## config.mk

```make
export PLATFORM = sky130hd
export DESIGN_NAME = ntable_arbiter
export DESIGN_NICKNAME = d
export VERILOG_FILES = /design/src/rtl/ntable_arbiter.sv
export SDC_FILE = /design/constraint.sdc
export NUM_CORES = 1
export LEC_CHECK = 0
export ABC_AREA = 1
export BUFFER_PORTS_ARGS = -buffer_cell sky130_fd_sc_hd__buf_2
export CAP_MARGIN = 25
export CORE_MARGIN = 1.5
export CORE_UTILIZATION = 40
export DETAILED_ROUTE_END_ITERATION = 10
export GPL_ROUTABILITY_DRIVEN = 0
export PLACE_DENSITY = 0.65
export SLEW_MARGIN = 0
export SYNTH_ARGS = -nofsm -noshare
export SYNTH_HDL_FRONTEND = slang
export SYNTH_SLANG_ARGS = --single-unit
```

## constraint.sdc

```tcl
create_clock -name clk -period 4.4 [get_ports clk]
set_clock_uncertainty 0.15 [all_clocks]
set_input_delay 0.66 -clock clk [delete_from_list [all_inputs] [get_ports clk]]
set_output_delay 0.66 -clock clk [all_outputs]
set_load 0.005 [all_outputs]
```

## src/rtl/ntable_arbiter.sv

```systemverilog
// Round-robin arbiter for the neighbor table read port.
// Arbitrates reward (0), qtufmb (1) and kch (2), with a tenure watchdog and per-requester read return.
module ntable_arbiter #(
  parameter int IDX_WIDTH = 6,
  parameter int TIMEOUT   = 63
) (
  input  logic                 clk,
  input  logic                 nrst,
  input  logic [2:0]           req,
  input  logic [2:0]           rd_en,
  input  logic [IDX_WIDTH-1:0] idx_reward,
  input  logic [IDX_WIDTH-1:0] idx_qtufmb,
  input  logic [IDX_WIDTH-1:0] idx_kch,
  output logic [2:0]           gnt,
  output logic [IDX_WIDTH-1:0] table_idx,
  output logic                 table_rd,
  output logic [2:0]           rd_valid,
  output logic                 timeout_err,
  output logic                 busy
);

  typedef enum logic {IDLE, GRANT} arbStateT;

  localparam logic [7:0] CNT_LAST = 8'(TIMEOUT - 1);

  arbStateT             stateReg, stateNext;
  logic [2:0]           gntReg, gntNext;
  logic [1:0]           holderReg, holderNext;
  logic [1:0]           ptrReg, ptrNext;
  logic [2:0]           lockoutReg, lockoutNext;
  logic [2:0]           lockSet;
  logic [7:0]           cntReg, cntNext;
  logic [IDX_WIDTH-1:0] tableIdxReg, tableIdxNext;
  logic                 tableRdReg, tableRdNext;
  logic [2:0]           rdTagReg, rdTagNext;
  logic [2:0]           rdValidReg, rdValidNext;
  logic                 timeoutErrReg, timeoutErrNext;

  logic [2:0]           elig;
  logic [1:0]           scanIdx [3];
  logic [1:0]           pick;
  logic                 pickFound;
  logic [IDX_WIDTH-1:0] holderIdx;

  assign elig = req & ~lockoutReg;

  // scanIdx[n] is (ptr + n) mod 3; a lockout bit only survives while its request stays high
  generate
    for (genvar gi = 0; gi < 3; gi++) begin : gPerReq
      logic [2:0] scanSum;
      assign scanSum      = {1'b0, ptrReg} + 3'(gi);
      assign scanIdx[gi]  = (scanSum >= 3'd3) ? 2'(scanSum - 3'd3) : scanSum[1:0];
      assign lockoutNext[gi] = req[gi] & (lockoutReg[gi] | lockSet[gi]);
    end
  endgenerate

  always_comb begin
    case (holderReg)
      2'd0:    holderIdx = idx_reward;
      2'd1:    holderIdx = idx_qtufmb;
      default: holderIdx = idx_kch;
    endcase
  end

  always_comb begin
    pickFound = 1'b0;
    pick      = 2'd0;
    for (int i = 0; i < 3; i++) begin
      if (!pickFound && elig[scanIdx[i]]) begin
        pickFound = 1'b1;
        pick      = scanIdx[i];
      end
    end
  end

  always_comb begin
    stateNext      = stateReg;
    gntNext        = gntReg;
    holderNext     = holderReg;
    ptrNext        = ptrReg;
    cntNext        = cntReg;
    tableIdxNext   = tableIdxReg;
    tableRdNext    = 1'b0;
    rdTagNext      = rdTagReg;
    timeoutErrNext = 1'b0;
    lockSet        = 3'b000;
    // the return is tagged at issue time, so it survives the end of the tenure
    rdValidNext    = tableRdReg ? rdTagReg : 3'b000;

    case (stateReg)
      IDLE: begin
        if (pickFound) begin
          stateNext  = GRANT;
          holderNext = pick;
          gntNext    = 3'b001 << pick;
          ptrNext    = (pick == 2'd2) ? 2'd0 : pick + 2'd1;
          cntNext    = 8'd0;
        end
      end
      GRANT: begin
        cntNext = cntReg + 8'd1;
        if (rd_en[holderReg]) begin
          tableRdNext  = 1'b1;
          tableIdxNext = holderIdx;
          rdTagNext    = gntReg;
        end
        if (!req[holderReg]) begin
          stateNext = IDLE;
          gntNext   = 3'b000;
        end else if (cntReg == CNT_LAST) begin
          stateNext          = IDLE;
          gntNext            = 3'b000;
          timeoutErrNext     = 1'b1;
          lockSet[holderReg] = 1'b1;
        end
      end
      default: stateNext = IDLE;
    endcase
  end

  always_ff @(posedge clk) begin
    if (!nrst) begin
      stateReg      <= IDLE;
      gntReg        <= 3'b000;
      holderReg     <= 2'd0;
      ptrReg        <= 2'd0;
      lockoutReg    <= 3'b000;
      cntReg        <= 8'd0;
      tableIdxReg   <= '0;
      tableRdReg    <= 1'b0;
      rdTagReg      <= 3'b000;
      rdValidReg    <= 3'b000;
      timeoutErrReg <= 1'b0;
    end else begin
      stateReg      <= stateNext;
      gntReg        <= gntNext;
      holderReg     <= holderNext;
      ptrReg        <= ptrNext;
      lockoutReg    <= lockoutNext;
      cntReg        <= cntNext;
      tableIdxReg   <= tableIdxNext;
      tableRdReg    <= tableRdNext;
      rdTagReg      <= rdTagNext;
      rdValidReg    <= rdValidNext;
      timeoutErrReg <= timeoutErrNext;
    end
  end

  assign gnt         = gntReg;
  assign table_idx   = tableIdxReg;
  assign table_rd    = tableRdReg;
  assign rd_valid    = rdValidReg;
  assign timeout_err = timeoutErrReg;
  assign busy        = (stateReg == GRANT);

endmodule

```

==> metrics.cfg, run 1 <==
[power]
clkPwrFrac = 0.203
ir_drop_v = 0.000223
p_leak_nw = 0.892
p_seq_frac = 0.386
p_sw_frac = 0.420
switchingPower_w = 0.000456
intPower_w = 0.000631
combPwrFrac = 0.410
power_density_nw_per_um2 = 542
total_power_w = 0.00109

[min_path]
holdPathEnd = rd_valid[1]
hold_depth = 2
hold_start = rdTagReg[1]
hp-class = flop to flop

[cts]
cts.sinks = 33
clk_pin_slew_ns = 0.07
cts_hold_buf = 0
root_buffer = clkbuf_8
postCtsSetupBuffers = 0
ctsResizeCount = 0
worst_skew_pair.late_latency_ns = 0.29
cts_tree = yes
htree_levels = 2
clockBufferDepth = 2
numCtsBuffers = 5

[detailed_routing]
vias = 1544
drt-wirelength-per-cell_um = 10.6
vias_per_cell = 4.84
drc = 0
drtIter0Drc = 91
ant_nets = 0
dr.pass1.iters = 4
routed_wirelength_mm = 3.39

[floorplanning]
die_h_um = 68.5
fp.dieArea_um2 = 4690
start_util = 0.423
die_w_um = 68.5
rows = 23
pin_count = 41
fp.coreArea_um2 = 4060

[synth]
synth_compound_area_frac = 0.171
synth_area_per_cell_um2 = 7.53
synthArstFlopShare = 0
synthCells = 228
synth_area_um2 = 1720
ys.flop_type = dfxtp_1
synthMuxAreaShare = 0
synth.distinct_cells = 32
synth_top_family_by_area = simple AND/OR/NAND/NOR gates
yosys.area_share.adder = 0.0364
synth_xor_area_frac = 0
yosysSeqAreaShare = 0.385
ys.warnings.count = 0
ys_ff_latch = 33
synth_nets = 259
yosys.area_share.simple = 0.314
synth_edf_count = 0

[global_routing]
first_global_vias = 1279
grt_use_total = 0.157
overflow = 0
antenna_found_initial = 0
grt_first_pass_wirelength_mm = 5.40
grt_max_degree = 20

[sta]
fmax_ghz = 0.511
grt_setup_unrepaired = false
setup_viol = 0
slew_headroom = 0.619
finalHoldViolations = 0
setup-tns-final_ns = 0
holdWs_ns = 0.290
finalMaxSlewViolations = 0
fin_crit_sh = 0.444
final.min_clock_period_ns = 1.96
worstMarginPinSlew_ns = 0.571

[critical_path]
start_kind = flop
critPathRequiredTime_ns = 4.47
crit_fanout = 11
path_class = flop to flop
rrSetupSlack_ns = 2.44
critPathMaxStageDelay_ns = 0.38
worst_r2r_path_depth = 11
r2r-end = ptrReg[0]
crit_chain = inv_1 > ha_1 > inv_2 > nand3_1 > nand3_1 > nand2_2 > nand3_2 > nand2_2 > nor2_1 > nand2_1 > a21oi_1
cp.arrival_ns = 2.02
end_kind = flop
regToRegStartpoint = ptrReg[0]
slowest_stage = ha_1

[layout]
n_antenna_cell = 0
drive_gt1_frac = 0.283
area_delta_synth_final_pct = 16.8
fin_nets = 299
num-fill-cells = 424

[run_status]
status = finished, final reports clean

[placed_design]
dpl.hpwl_mm = 2.49
portBuffers = 40

[flow_run]
drv_cap = 0

==> Yosys cell counts (2+ instances only) <==
master | count | area share
inv_1 | 21 | 0.046
nand2_2 | 7 | 0.026
dfxtp_1 | 33 | 0.38
ha_1 | 5 | 0.036
buf_6 | 2 | 0.013
a41oi_2 | 3 | 0.028
a21boi_1 | 3 | 0.013
nand4_1 | 2 | 0.0073
a21oi_1 | 18 | 0.052
nor3_2 | 2 | 0.012
nor2_1 | 17 | 0.037
o21ai_2 | 4 | 0.020
inv_2 | 4 | 0.0087
nand2_1 | 65 | 0.14
o21ai_0 | 9 | 0.026
o21ai_1 | 2 | 0.0058
nand3_2 | 3 | 0.017
nor3_1 | 2 | 0.0058
clkbuf_1 | 2 | 0.0044
a41oi_1 | 3 | 0.015
nand3_1 | 10 | 0.029
==> registers in the layout, indices dropped and copies added, names as in the netlist, 2 cells and up <==
signal / flops
gnt: 3
rdTagReg: 3
holderReg: 2
ptrReg: 2
table_idx: 6
rd_valid: 3
cntReg: 8
lockoutReg: 3
==> critical path, delay by kind of cell (launching register included) <==
family          cells  cell delay [ns]
simple gates        7             0.70
flops               1             0.35
compound gates      1             0.12
fa+ha+maj           1             0.38
buf+inv             2             0.17
==> worst max path at each step <==
stage / start / depth (start not counted) / endpoint / slack (ns)
detailed placement: req[2] / 11 / ptrReg[0] / 2.36
CTS: ptrReg[0] / 11 / ptrReg[0] / 2.41
floorplan: ptrReg[0] / 9 / cntReg[7] / 2.65
global placement: req[2] / 11 / ptrReg[0] / 2.37
global route: ptrReg[0] / 9 / ptrReg[0] / 2.23
finish: ptrReg[0] / 11 / ptrReg[0] / 2.44
==> logic make-up after synthesis <==
| logic type | Yosys count |
|---|---|
| buf+inv | 33 |
| fa+ha+maj | 5 |
| flops | 33 |
| simple gates | 113 |
| compound gates | 44 |
==> layout make-up <==
type	count	area (µm²)	share of cell area
Multi-Input combinational cell	162	896	0.447
Sequential cell	33	661	0.330
Timing Repair Buffer	40	200	0.0999
Inverter	26	103	0.0512
Clock buffer	6	72.6	0.0362
Tap cell	50	62.6	0.0312
Clock inverter	2	10.0	0.00499
==> through the flow <==
stage	setup WS, ns	util	cells	cell area [µm²]
2_1_floorplan	2.65	-	228	1720
3_3_place_gp	2.37	0.474	311	1920
3_5_place_dp	2.36	0.474	311	1920
4_1_cts	2.41	0.494	319	2000
5_1_grt	2.23	0.494	319	2000
6_report	2.44	0.494	319	2000
==> layer usage <==
metal	vias up	routed length (µm)	global-route usage
li1	824	-	-
met1	677	1600	0.191
met2	38	1520	0.257
met3	5	212	0.0487
met4	0	51	0.0600
met5	-	0	0
==> power groups by stage <==
| stage | sequential (W) | clock, W | combinational (W) |
|---|---|---|---|
| 3_3_place_gp | 0.000427 | 0 | 0.000447 |
| 2_1_floorplan | 0.000400 | 0 | 0.000391 |
| 4_1_cts | 0.000421 | 0.000231 | 0.000451 |
| 3_5_place_dp | 0.000428 | 0 | 0.000449 |
| 5_1_grt | 0.000431 | 0.000245 | 0.000506 |
| 6_report | 0.000420 | 0.000221 | 0.000446 |
==> layout by cell type (no fill, tap or decap) <==
cell      Yosys  routed
a41oi_1       3       3
nor3_4        1       1
o21ai_2       4       4
nand2_4       1       1
nor2_4        1       1
nor2_8        1       1
inv_2         4       4
buf_2         1      40
nor2_1       17      17
nand4_1       2       2
dfxtp_1      33      33
clkinv_2      0       2
clkinv_4      1       1
a41oi_2       3       3
nand3_1      10      10
inv_1        21      21
a21boi_1      3       3
ha_1          5       5
o32ai_1       1       1
o21ai_0       9       9
nand2_2       7       7
clkbuf_1      2       1
nor3_2        2       2
nand3_2       3       3
a21oi_1      18      18
or2_2         1       1
clkbuf_8      0       5
o21ai_1       2       2
nand2_1      65      65
nor3_1        2       2
o31ai_1       1       1
No activity file was read; power rests on OpenSTA's default activity.
==> run 2: changes to the inputs <==
Settings changed: ABC_AREA 1 to 0, PLACE_DENSITY 0.65 to 0.66.
Clock period 4.4 ns to 1.93 ns, I/O delays scaled along.
==> metrics.cfg, run 2 <==
[layout]
area_delta_synth_final_pct = 39.9
final_cells = 317  ; -0.63%
largest_reg_flops = 8  ; unchanged
layout_common_cells = 40 x buf_2, 35 x buf_4, 31 x dfxtp_1
drive_gt1_frac = 0.378  ; +0.0957
n_antenna_cell = 0  ; unchanged
mostFrequentLayoutCell = buf_2
fin_nets = 297  ; -0.67%
top_register = cntReg
finish.utilization = 0.589  ; +0.0947

[cts]
root_buffer = clkbuf_8
htree_levels = 2  ; unchanged
cts_tree = yes
cts.sinks = 33  ; unchanged
numCtsBuffers = 5  ; unchanged
clk_pin_slew_ns = 0.07  ; about the same
worst_skew_pair.late_latency_ns = 0.28  ; about the same
clockBufferDepth = 2  ; unchanged

[floorplanning]
start_util = 0.421  ; -0.00216
pin_count = 41  ; unchanged
die_w_um = 68.3  ; -0.24%
fp.dieArea_um2 = 4670  ; -0.48%
die_h_um = 68.3  ; -0.24%
rows = 23  ; unchanged
fp.coreArea_um2 = 4060  ; unchanged

[global_routing]
first_global_vias = 1472  ; +15%
grt_use_total = 0.184  ; +0.0275
overflow = 0  ; unchanged
grt-busiest-layer = met2
grt_max_degree = 14  ; -30%
antenna_found_initial = 0  ; unchanged
met2_usage = 0.309  ; +0.0523
grt_util_met3 = 0.0477  ; -0.00100
met1_usage = 0.228  ; +0.0374
grt_first_pass_wirelength_mm = 6.33  ; +17%

[critical_path]
rrSetupSlack_ns = -0.20  ; -2.65 ns
slowest_stage = or4_4
path_buf_inv = 2  ; unchanged
path_common_cell = buf_4
end_kind = flop
crit_family = simple AND/OR/NAND/NOR gates
critPathRequiredTime_ns = 1.99  ; -2.48 ns
crit_fanout = 7  ; -4
cp.arrival_ns = 2.19  ; +0.17 ns
path_class = flop to flop
start_kind = flop
critPathMaxStageDelay_ns = 0.54  ; +0.16 ns
crit_chain = buf_4 > ha_4 > nor4bb_1 > or4_4 > nor4_4 > buf_4 > o21ai_4 > o22ai_2

[synth]
synthArstFlopShare = 0  ; unchanged
synth_area_per_cell_um2 = 8.85  ; +18%
ys.warnings.count = 0  ; unchanged
synth.distinct_cells = 45  ; +41%
synth_area_um2 = 1710  ; -0.51%
synthCells = 193  ; -15%
synth_nets = 224  ; -14%
synth_edf_count = 0  ; unchanged
ys.flop_type = dfxtp_1
yosysMostFrequentCell = dfxtp_1
synth_top_area_share = 0.387  ; +0.00197
ys_ff_latch = 33  ; unchanged
synth_largest_area_cell = dfxtp_1
synth_common_cells = 33 x dfxtp_1, 17 x mux2i_1, 16 x nand2_1
synthTopCellsByArea = dfxtp_1 39%, mux2i_1 10%, ha_1 3.7%, nand2_1 3.5%, o21ai_0 3.2%
yosysSeqAreaShare = 0.387  ; +0.00197

[sta]
fin_crit_sh = 1.10  ; +0.661
fmax_ghz = 0.469  ; -8.3%
finalMaxSlewViolations = 0  ; unchanged
final.min_clock_period_ns = 2.13  ; +0.177 ns
grt_setup_unrepaired = true
setup_slack_ns = -0.203  ; -2.65 ns
holdWs_ns = 0.201  ; -0.0894 ns
setup_viol = 16  ; +16
finalHoldViolations = 0  ; unchanged
worstMarginPinSlew_ns = 0.387  ; -0.184 ns
slew_headroom = 0.741  ; +0.123

[placed_design]
dpl.hpwl_mm = 3.04  ; +22%
place_inst = 305  ; -1.9%
portBuffers = 40  ; unchanged

[run_status]
violations = setup timing
status = finished, violations left

[power]
p_leak_nw = 1.08  ; +21%
power_density_nw_per_um2 = 1240  ; +130%
ir_drop_v = 0.000717  ; +220%

[detailed_routing]
drt-wirelength-per-cell_um = 13.1  ; +23%
vias_per_cell = 5.18  ; +7.1%
routed_wirelength_mm = 4.14  ; +22%
drtIter0Drc = 52  ; -43%
dr.pass1.iters = 4  ; unchanged
drc = 0  ; unchanged
ant_nets = 0  ; unchanged
vias = 1643  ; +6.4%

[flow_run]
drv_cap = 0  ; unchanged

[min_path]
hp-class = input port to flop

run 2: cell count changes after synthesis, moves of 4 or more:
cell      delta
nand2b_1     +6
mux2i_1     +17
o22ai_1      +8
nand2_2      -7
nor2b_1      +4
inv_2        -4
a21oi_1     -15
inv_1       -12
and3_1       +4
nand2_1     -49
clkbuf_1     +4
run 2: logic make-up after synthesis:
kind of cell | count (synthesis) | share of synthesized area
AND/OR/NAND/NOR | 75 | 0.254
AO/OA/AOI/OAI | 45 | 0.181
flip-flops | 33 | 0.387
buffers and inverters | 18 | 0.0418
multiplexers | 17 | 0.0996
adder cells (fa/ha/maj) | 5 | 0.0366
run 2: final timing paths:
check,start,end,cells past startpoint
hold reg to reg,gnt[2],gnt[2],2
setup reg to reg,ptrReg[0],cntReg[5],8
setup / recovery,ptrReg[0],cntReg[5],8
hold / removal,idx_kch[4],table_idx[4],5
run 2: timing repair:
item / CTS / global route
pin swaps: 14 / 6
gates resized for setup: 11 / 4
setup buffers: 3 / 2
endpoints found under the setup margin: 16 / 19
hold buffers: 0 / 0
run 2: final cells by class:
type / count / area [µm²]
well taps: 50 / 62.6
fillers: 375 / 1670
flip-flops and latches: 33 / 666
repair buffers: 75 / 463
clock inverters: 1 / 30.0
multi-input cells: 142 / 1050
inverters: 9 / 33.8
clock buffers: 7 / 86.3
run 2: per-stage QoR:
stage,cell area (µm²),setup slack [ns],power (W),setup TNS (ns)
floorplan,1730,-0.311,0.00169,-3.16
global placement,2180,-0.287,0.00215,-3.24
detailed placement,2180,-0.290,0.00216,-3.53
CTS,2350,-0.184,0.00290,-2.16
global route,2390,-0.253,0.00313,-3.27
finish,2390,-0.203,0.00295,-2.40
run 2: layer usage:
metal / routed length, µm / vias up
met5: 0 / -
met4: 34 / 0
met3: 135 / 5
met2: 1990 / 28
met1: 1980 / 753
li1: - / 857
run 2: worst min-delay path, delay by kind of cell:
family | cells | cell delay (ns)
simple gates | 2 | 0.12
compound gates | 1 | 0.06
buf+inv | 1 | 0.08
mux | 1 | 0.06
run 2: power by group:
part | internal (W) | leakage (nW) | switching, W
Clock | 0.000421 | 0.0585 | 0.000252
Combinational | 0.000700 | 0.753 | 0.000675
Sequential | 0.000795 | 0.269 | 0.000111
==> run 3: changes to the inputs <==
--- a/config.mk
+++ b/config.mk
@@ -7,3 +7,2 @@
 export LEC_CHECK = 0
-export ABC_AREA = 0
 export BUFFER_PORTS_ARGS = -buffer_cell sky130_fd_sc_hd__buf_2
==> constraint.sdc (replaced) <==
create_clock -name clk -period 2.19 [get_ports clk]
set_clock_uncertainty 0.15 [all_clocks]
set_input_delay 0 -clock clk [delete_from_list [all_inputs] [get_ports clk]]
set_output_delay 0 -clock clk [all_outputs]
set_load 0.005 [all_outputs]
==> metrics.cfg, run 3 (synthesis gave the netlist of run 2 again) <==
[run_status]
status = finished, violations left
violations = DRC, setup timing

[placed_design]
placed_area_um2 = 2070  ; -5.2%
place_inst = 290  ; -4.9%
portBuffers = 40  ; unchanged
dp_slack_ns = -0.158  ; +0.132 ns
dpl.hpwl_mm = 2.84  ; -6.4%

[critical_path]
crit_fanout = 5  ; -2
end_kind = flop
cp.arrival_ns = 2.23  ; +0.04 ns
path_class = flop to flop
critPathRequiredTime_ns = 2.22  ; +0.23 ns
start_kind = flop

[sta]
finalMaxSlewViolations = 0  ; unchanged
fmax_ghz = 0.455  ; -3.0%
slew_headroom = 0.604  ; -0.137
setup-tns-final_ns = -0.00939  ; +2.39 ns
finalHoldViolations = 0  ; unchanged
fin_crit_sh = 1.00  ; -0.101
setup_viol = 1  ; -15
worstMarginPinSlew_ns = 0.590  ; +0.203 ns
setup_slack_ns = -0.00939  ; +0.193 ns
final.min_clock_period_ns = 2.20  ; +0.0668 ns
grt_setup_unrepaired = true

[floorplanning]
die_w_um = 68.3  ; unchanged
rows = 23  ; unchanged
start_util = 0.421  ; unchanged
fp.dieArea_um2 = 4670  ; unchanged
die_h_um = 68.3  ; unchanged
pin_count = 41  ; unchanged
fp.coreArea_um2 = 4060  ; unchanged

[power]
switchingPower_w = 0.000906  ; -13%
power_density_nw_per_um2 = 1030  ; -17%
intPower_w = 0.00148  ; -23%
p_seq_frac = 0.340  ; +0.033
clkPwrFrac = 0.192  ; -0.036
p_sw_frac = 0.379  ; +0.0280
ir_drop_v = 0.000494  ; -31%
combPwrFrac = 0.469  ; +0.004
p_leak_nw = 1.01  ; -6.1%

[detailed_routing]
drt-wirelength-per-cell_um = 13.3  ; +1.9%
vias_per_cell = 5.34  ; +3.0%
ant_nets = 0  ; unchanged
vias = 1650  ; +0.43%
dr.pass1.iters = 8  ; +4
routed_wirelength_mm = 4.11  ; -0.70%
drc = 1  ; +1
drtIter0Drc = 55  ; +5.8%

[layout]
largest_reg_flops = 8  ; unchanged
finish.utilization = 0.570  ; -0.0182
multi_input_area_um2 = 1040  ; -0.84%
final_cells = 309  ; -2.5%
top_register = cntReg
fin_nets = 289  ; -2.7%
num-fill-cells = 366  ; -2.4%
layout_common_cells = 40 x buf_2, 31 x dfxtp_1, 17 x mux2i_1
fin_area_um2 = 2310  ; -3.1%
n_antenna_cell = 0  ; unchanged
mostFrequentLayoutCell = buf_2
seq_area_um2 = 663  ; -0.38%
area_delta_synth_final_pct = 35.5
drive_gt1_frac = 0.317  ; -0.0617

[global_routing]
grt_first_pass_wirelength_mm = 6.48  ; +2.3%
antenna_found_initial = 0  ; unchanged
overflow = 0  ; unchanged
grt_use_total = 0.186  ; +0.00141
first_global_vias = 1439  ; -2.2%
grt_max_degree = 24  ; +10

[cts]
postCtsSetupBuffers = 0  ; -3
cts_tree = yes
cts.sinks = 33  ; unchanged
clk_pin_slew_ns = 0.07  ; about the same
worst_skew_pair.late_latency_ns = 0.28  ; about the same
root_buffer = clkbuf_8
numCtsBuffers = 5  ; unchanged
clockBufferDepth = 2  ; unchanged
htree_levels = 2  ; unchanged

[min_path]
hp-class = input port to flop

[flow_run]
drv_cap = 0  ; unchanged

==> run 3: per-layer routing <==
layer | GRT usage | share of wire | wire [µm]
met5 | 0 | 0 | 0
met4 | 0.0600 | 0.0080 | 33
met3 | 0.0444 | 0.044 | 182
met2 | 0.318 | 0.47 | 1950
met1 | 0.228 | 0.47 | 1940
==> run 3: power by group through the flow <==
| stage | registers [W] | logic (W) | clock network (W) |
|---|---|---|---|
| 6_report | 0.000811 | 0.00112 | 0.000457 |
| 5_1_grt | 0.000827 | 0.00124 | 0.000495 |
| 4_1_cts | 0.000805 | 0.00108 | 0.000467 |
| 3_5_place_dp | 0.000818 | 0.00102 | 0 |
| 3_3_place_gp | 0.000818 | 0.00101 | 0 |
| 2_1_floorplan | 0.000781 | 0.000710 | 0 |
==> run 3: path summary, 6_finish.rpt <==
kind            startpoint            to  slack (ns)  cells past startpoint
max              ptrReg[0]        gnt[0]      -0.009                      8
min          idx_reward[4]  table_idx[4]        0.01                      5
max reg2reg      ptrReg[0]        gnt[0]      -0.009                      8
min reg2reg    rdTagReg[0]   rd_valid[0]        0.33                      1
==> run 3: what timing repair did <==
action	CTS	global route
endpoints found under the hold margin	9	0
pin swaps	1	3
gates resized for setup	6	4
setup endpoints to repair	13	15
hold buffers	11	0
==> run 3: layout make-up <==
class | count | share of cell area
clock buffer | 5 | 0.0297
clock inverter | 3 | 0.00757
inverter | 9 | 0.0146
multi-input combinational | 142 | 0.449
sequential | 33 | 0.286
tap | 50 | 0.0270
timing repair buffer | 67 | 0.186
==> run 3: critical path, stage by stage, from the launching register on <==
cell and delay, ns:
dfxtp_2 0.36, inv_2 0.06, ha_4 0.22, nor4bb_1 0.14, or4_4 0.54, nor3_2 0.24
a211oi_2 0.09, buf_4 0.15, a21o_1 0.14
==> run 3: through the flow <==
stage	power [W]	hold slack, ns
final	0.00239	0.0115
after global routing	0.00256	0.0444
after CTS	0.00235	0.00878
after detailed placement	0.00183	0.139
after global placement	0.00183	0.144
after floorplan	0.00149	-0.0218
